[src/rtl/bitwise_logic_unit_if.sv]
// Handshake bundle for bitwise_logic_unit: operand/opcode
// input channel and buffered result output channel.
interface bitwise_logic_unit_if #(
  parameter int K     = 16,
  parameter int DEPTH = 4
);
  localparam int CW = $clog2(DEPTH) + 1;

  logic          in_valid;
  logic          in_ready;
  logic [2:0]    op;
  logic          acc_sel;
  logic [K-1:0]  inputA;
  logic [K-1:0]  inputB;
  logic          out_valid;
  logic          out_ready;
  logic [K-1:0]  outputC;
  logic          out_zero;
  logic [CW-1:0] count;

  modport master (
    output in_valid, op, acc_sel,
    output inputA, inputB, out_ready,
    input  in_ready, out_valid,
    input  outputC, out_zero, count
  );

  modport slave (
    input  in_valid, op, acc_sel,
    input  inputA, inputB, out_ready,
    output in_ready, out_valid,
    output outputC, out_zero, count
  );
endinterface

[src/rtl/bitwise_logic_unit.sv]
// Registered 8-op bitwise unit with output FIFO.
// Define BWLU_ACCUM_EN for the accumulator operand-A path.
module bitwise_logic_unit #(
  parameter int K     = 16,
  parameter int DEPTH = 4
) (
  input logic clk,
  input logic rst,
  bitwise_logic_unit_if.slave bus
);
  localparam int AW = $clog2(DEPTH);
  localparam int CW = AW + 1;

  logic [K-1:0]     mem_q [DEPTH];
  logic [DEPTH-1:0] zf_q;
  logic [AW-1:0]    wptr_q, wptr_d;
  logic [AW-1:0]    rptr_q, rptr_d;
  logic [CW-1:0]    count_q, count_d;
  logic [K-1:0]     opa;
  logic [K-1:0]     res;
  logic             push, pop;

`ifdef BWLU_ACCUM_EN
  logic [K-1:0] acc_q, acc_d;

  always_comb begin
    opa = bus.acc_sel ? acc_q : bus.inputA;
  end

  always_comb begin
    acc_d = acc_q;
    if (push) acc_d = res;
  end

  always_ff @(posedge clk) begin
    if (rst) acc_q <= '0;
    else     acc_q <= acc_d;
  end
`else
  logic unused_acc_sel;
  assign unused_acc_sel = bus.acc_sel;

  always_comb begin
    opa = bus.inputA;
  end
`endif

  always_comb begin
    res = '0;
    unique case (bus.op)
      3'b000: res = opa & bus.inputB;
      3'b001: res = opa | bus.inputB;
      3'b010: res = opa ^ bus.inputB;
      3'b011: res = ~(opa ^ bus.inputB);
      3'b100: res = ~(opa & bus.inputB);
      3'b101: res = ~(opa | bus.inputB);
      3'b110: res = ~opa;
      3'b111: res = opa;
      default: res = '0;
    endcase
  end

  // Full FIFO may still accept when the head leaves this cycle
  assign bus.in_ready  = (count_q < CW'(DEPTH)) || bus.out_ready;
  assign bus.out_valid = (count_q != '0);
  assign push = bus.in_valid && bus.in_ready;
  assign pop  = bus.out_valid && bus.out_ready;

  always_comb begin
    wptr_d  = wptr_q;
    rptr_d  = rptr_q;
    count_d = count_q;
    if (push) wptr_d = wptr_q + 1'b1;
    if (pop)  rptr_d = rptr_q + 1'b1;
    unique case ({push, pop})
      2'b10:   count_d = count_q + CW'(1);
      2'b01:   count_d = count_q - CW'(1);
      default: count_d = count_q;
    endcase
  end

  always_ff @(posedge clk) begin
    if (rst) begin
      wptr_q  <= '0;
      rptr_q  <= '0;
      count_q <= '0;
    end else begin
      wptr_q  <= wptr_d;
      rptr_q  <= rptr_d;
      count_q <= count_d;
    end
  end

  // Storage is not cleared; the empty head is masked below
  always_ff @(posedge clk) begin
    if (!rst && push) begin
      mem_q[wptr_q] <= res;
      zf_q[wptr_q]  <= (res == '0);
    end
  end

  assign bus.outputC  = bus.out_valid ? mem_q[rptr_q] : '0;
  assign bus.out_zero = bus.out_valid ? zf_q[rptr_q] : 1'b1;
  assign bus.count    = count_q;
endmodule

[src/flat_wrapper.sv]
// flat-port wrapper written by rule: the top's interface ports become plain ports
module bitwise_logic_unit_flat 
#(
  parameter int K     = 16,
  parameter int DEPTH = 4
)
  (clk, rst, bus_in_valid, bus_op, bus_acc_sel, bus_inputA, bus_inputB, bus_out_ready, bus_in_ready, bus_out_valid, bus_outputC, bus_out_zero, bus_count);
  bitwise_logic_unit_if #(.K(K), .DEPTH(DEPTH)) bus_i ();
  input logic clk;
  input logic rst;
  input wire logic [$bits(bus_i.in_valid)-1:0] bus_in_valid;
  input wire logic [$bits(bus_i.op)-1:0] bus_op;
  input wire logic [$bits(bus_i.acc_sel)-1:0] bus_acc_sel;
  input wire logic [$bits(bus_i.inputA)-1:0] bus_inputA;
  input wire logic [$bits(bus_i.inputB)-1:0] bus_inputB;
  input wire logic [$bits(bus_i.out_ready)-1:0] bus_out_ready;
  output wire logic [$bits(bus_i.in_ready)-1:0] bus_in_ready;
  output wire logic [$bits(bus_i.out_valid)-1:0] bus_out_valid;
  output wire logic [$bits(bus_i.outputC)-1:0] bus_outputC;
  output wire logic [$bits(bus_i.out_zero)-1:0] bus_out_zero;
  output wire logic [$bits(bus_i.count)-1:0] bus_count;
  assign bus_i.in_valid = bus_in_valid;
  assign bus_i.op = bus_op;
  assign bus_i.acc_sel = bus_acc_sel;
  assign bus_i.inputA = bus_inputA;
  assign bus_i.inputB = bus_inputB;
  assign bus_i.out_ready = bus_out_ready;
  assign bus_in_ready = bus_i.in_ready;
  assign bus_out_valid = bus_i.out_valid;
  assign bus_outputC = bus_i.outputC;
  assign bus_out_zero = bus_i.out_zero;
  assign bus_count = bus_i.count;
  bitwise_logic_unit #(.K(K), .DEPTH(DEPTH)) u_core (.clk(clk), .rst(rst), .bus(bus_i));
endmodule
[config.mk]
export PLATFORM = sky130hd
export DESIGN_NAME = bitwise_logic_unit_flat
export DESIGN_NICKNAME = d
export VERILOG_FILES = /design/src/rtl/bitwise_logic_unit_if.sv /design/src/rtl/bitwise_logic_unit.sv /design/src/flat_wrapper.sv
export SDC_FILE = /design/constraint.sdc
export NUM_CORES = 1
export LEC_CHECK = 0
export CAP_MARGIN = 0
export CORE_UTILIZATION = 40
export CTS_CLUSTER_DIAMETER = 200
export DETAILED_ROUTE_END_ITERATION = 10
export DONT_BUFFER_PORTS = 1
export PLACE_DENSITY = 0.58
export SLEW_MARGIN = 20
export SYNTH_ARGS = -nofsm -noshare
export SYNTH_HDL_FRONTEND = slang
export SYNTH_SLANG_ARGS = --single-unit
[constraint.sdc]
create_clock -name clk -period 2.76 [get_ports clk]
set_input_delay 0.414 -clock clk [delete_from_list [all_inputs] [get_ports clk]]
set_output_delay 0.414 -clock clk [all_outputs]
set_load 0.02 [all_outputs]
==> impl_metrics.yaml <==
worst_hold_path:
  hold_class: "input pin to flip-flop"
  min_to: "u_core.bus.count[2]"
  hold_start: "rst"
  worstHoldPathCells: 1
synth:
  ys_seq_elements: 77
  syn_avg_cell_area_um2: 11.81
  ys_seq_area_frac: 0.4692
  yosysUniqueCellTypes: 39
  syn_inst: 401
  synthTopCellsByArea: "edfxtp_1 43%, ha_1 9.8%, mux4_2 8.1%"
  synth-async-reset-ratio: 0
  yosysTopAreaCell: "edfxtp_1"
  synthFlopType: "edfxtp_1"
  netlist.area_leader.share: 0.4312
  synthesis.nets: 479
  synth.cell_area_um2: 4736
  yosys_warnings: 0
  synth-edff-count: 68
timing:
  slew_violations: 0
  min_period_over_period: 0.8486
  rsz0062_at_grt: "no"
  final.setup.worst_slack_ps: 418.0
  finalHoldViolCount: 0
  max_freq_mhz: 427.0
  setup_tns_ps: 0
  setup_violations: 0
  slew_headroom: 0.5192
  period_needed_ps: 2342
  skew_ps: 4.534
  max_slew.worst_pin.slew_ps: 721.2
power_and_ir_drop:
  ir_worst_vdd_v: 0.0004384
  p_switching_mw: 1.102
  power_density_nw_per_um2: 702.3
  clockPowerShare: 0.291
  switching_share: 0.3095
  internal_power_mw: 2.458
  totalPowerFinal_mw: 3.560
  leakage_nw: 1.846
  p_comb_frac: 0.296
  power_frac_seq: 0.414
routing:
  drt-initial-drc-count: 181
  via_per_inst: 5.568
  vias: 3018
  wl_um: 9620
  drc_errors: 0
  firstDrtPassIters: 4
  ant_nets: 0
  wire_per_inst_um: 17.75
critical_path:
  cp-end-kind: "output port"
  cp-start-kind: "flip-flop"
  critical_path_arrival_ps: 1930
  critPathMaxFanout: 10
  ff2ff_setup_slack_ps: 500
  cp.required_ps: 2350
  reg2reg_depth: 8
  worstReg2RegStart: "u_core.bus.count[2]"
  rr_endpoint: "u_core.bus.count[2]"
  criticalPathCategory: "flip-flop to output port"
grt:
  first_global_vias: 3088
  grt_max_degree: 36
  grt_overflow: 0
  grt_antenna_before_repair: 0
  grt_use_total: 0.1634
  grt_pass1_wl_um: 15520
finish:
  num-nets-final: 472
  syn_to_final_growth_pct: 7.028
  nFillCells: 1036
  layout-drive-gt1-share: 0.1178
  antenna_cells: 0
  final_cells: 542
  mostFrequentLayoutCells: "68 x edfxtp_1, 53 x inv_1, 37 x ha_1, 22 x nor3_1, 22 x and2_1"
  final_common_cell: "edfxtp_1"
place:
  dp_hpwl_um: 6536
  dp_slack_ps: 311.3
  port_buffers: 0
  place.gp.congestion: 0.7584
  dp_cells: 526
die:
  fp.dieArea_um2: 12280
  core_um2: 11470
  initial_utilization: 0.4130
  die_width_um: 110.8
  die_h_um: 110.8
  rows: 39
  io_pins: 62
clock_network:
  cts_setup_buffers: 0
  cts_max_level: 3
  clkSinkCount: 77
  ctsHoldBuffers: 0
  cts_resized: 0
  path_clk_slew_ps: 50
  clock_latency_ps: 330
  cts_root_buffer: "clkbuf_16"
  cts_buffers: 9
  tritoncts: "built"
  clock_path_buffers: 2
job:
  cap_violations: 0
run_status:
  status: "complete, no violations"
==> sequential cells by signal, summed over array words and instances, names as in the netlist, named ones only <==
signal            flops
u_core.bus.count      3
u_core.rptr_q         2
u_core.zf_q           4
u_core.mem_q         64
u_core.wptr_q         2
==> logic make-up (layout without fill, tap and decap cells) <==
logic type | Yosys count | count (layout) | share of synthesized area
DFF | 77 | 77 | 0.4692
adders and majority gates | 38 | 38 | 0.1020
xor gates and xnor gates | 22 | 22 | 0.04069
buffers and inverters | 80 | 78 | 0.08137
and+or+nand+nor | 108 | 108 | 0.1192
AOI/OAI and AO/OA | 57 | 57 | 0.1022
muxes | 19 | 19 | 0.08534
==> cell type report <==
type | count | area [um2] | share of cell area
Sequential cell | 77 | 2222 | 0.4384
Multi-Input combinational cell | 244 | 2128 | 0.4199
Clock buffer | 14 | 254.0 | 0.05011
Inverter | 54 | 202.7 | 0.03999
Tap cell | 143 | 178.9 | 0.03530
Timing Repair Buffer | 8 | 72.57 | 0.01432
Clock inverter | 2 | 10.01 | 0.001975
==> Yosys cell counts (3+ instances only) <==
master and n:
edfxtp_1 68, inv_1 53, ha_1 37, and2_1 22, nor3_1 22, a221oi_1 20, nor2_1 20, xnor2_1 19
mux4_2 17, nor2b_1 17, nand2_1 16, o32ai_1 15, dfxtp_1 9, buf_2 8, buf_6 7, buf_4 6
a21oi_1 5, a221oi_2 5, clkbuf_1 5, o21ai_0 4, a211oi_1 3, xor2_1 3
==> layer usage <==
layer / GRT usage / up-vias / share of wire
li1: - / 1438 / -
met1: 0.2097 / 1488 / 0.45
met2: 0.2613 / 80 / 0.46
met3: 0.04647 / 12 / 0.070
met4: 0.06311 / 0 / 0.018
met5: 0 / - / 0
==> power by group through the flow <==
stage	combinational, mW	sequential, mW	clock (mW)
2_1_floorplan	0.909	1.46	0
3_3_place_gp	1.05	1.50	0
3_5_place_dp	1.07	1.50	0
4_1_cts	1.07	1.48	1.07
5_1_grt	1.16	1.49	1.11
6_report	1.05	1.47	1.03
==> critical path, cell delays in order (launching register included) <==
cell     delay, ps
dfxtp_1        620
buf_12         220
mux4_2         520
and2_1         240
==> per-stage QoR <==
step | utilization | instance area (um2) | hold WS (ps)
final | 0.4420 | 5069 | 151.3
after global routing | 0.4420 | 5069 | 134.9
after CTS | 0.4420 | 5069 | 129.0
after detailed placement | 0.4190 | 4805 | 487.1
after global placement | 0.4190 | 4805 | 485.2
after floorplan | - | 4736 | 469.2
==> worst max-delay path by stage <==
stage | end | startpoint | cells after the start
2_1_floorplan | u_core.bus.count[2] | u_core.bus.count[2] | 8
3_5_place_dp | u_core.zf_q[1] | bus_op[0] | 7
5_1_grt | bus_outputC[15] | flip-flop | 3
4_1_cts | bus_outputC[15] | flip-flop | 3
3_3_place_gp | u_core.zf_q[0] | bus_op[0] | 7
6_report | bus_outputC[15] | flip-flop | 3
Power figures use the tool's default switching activity.
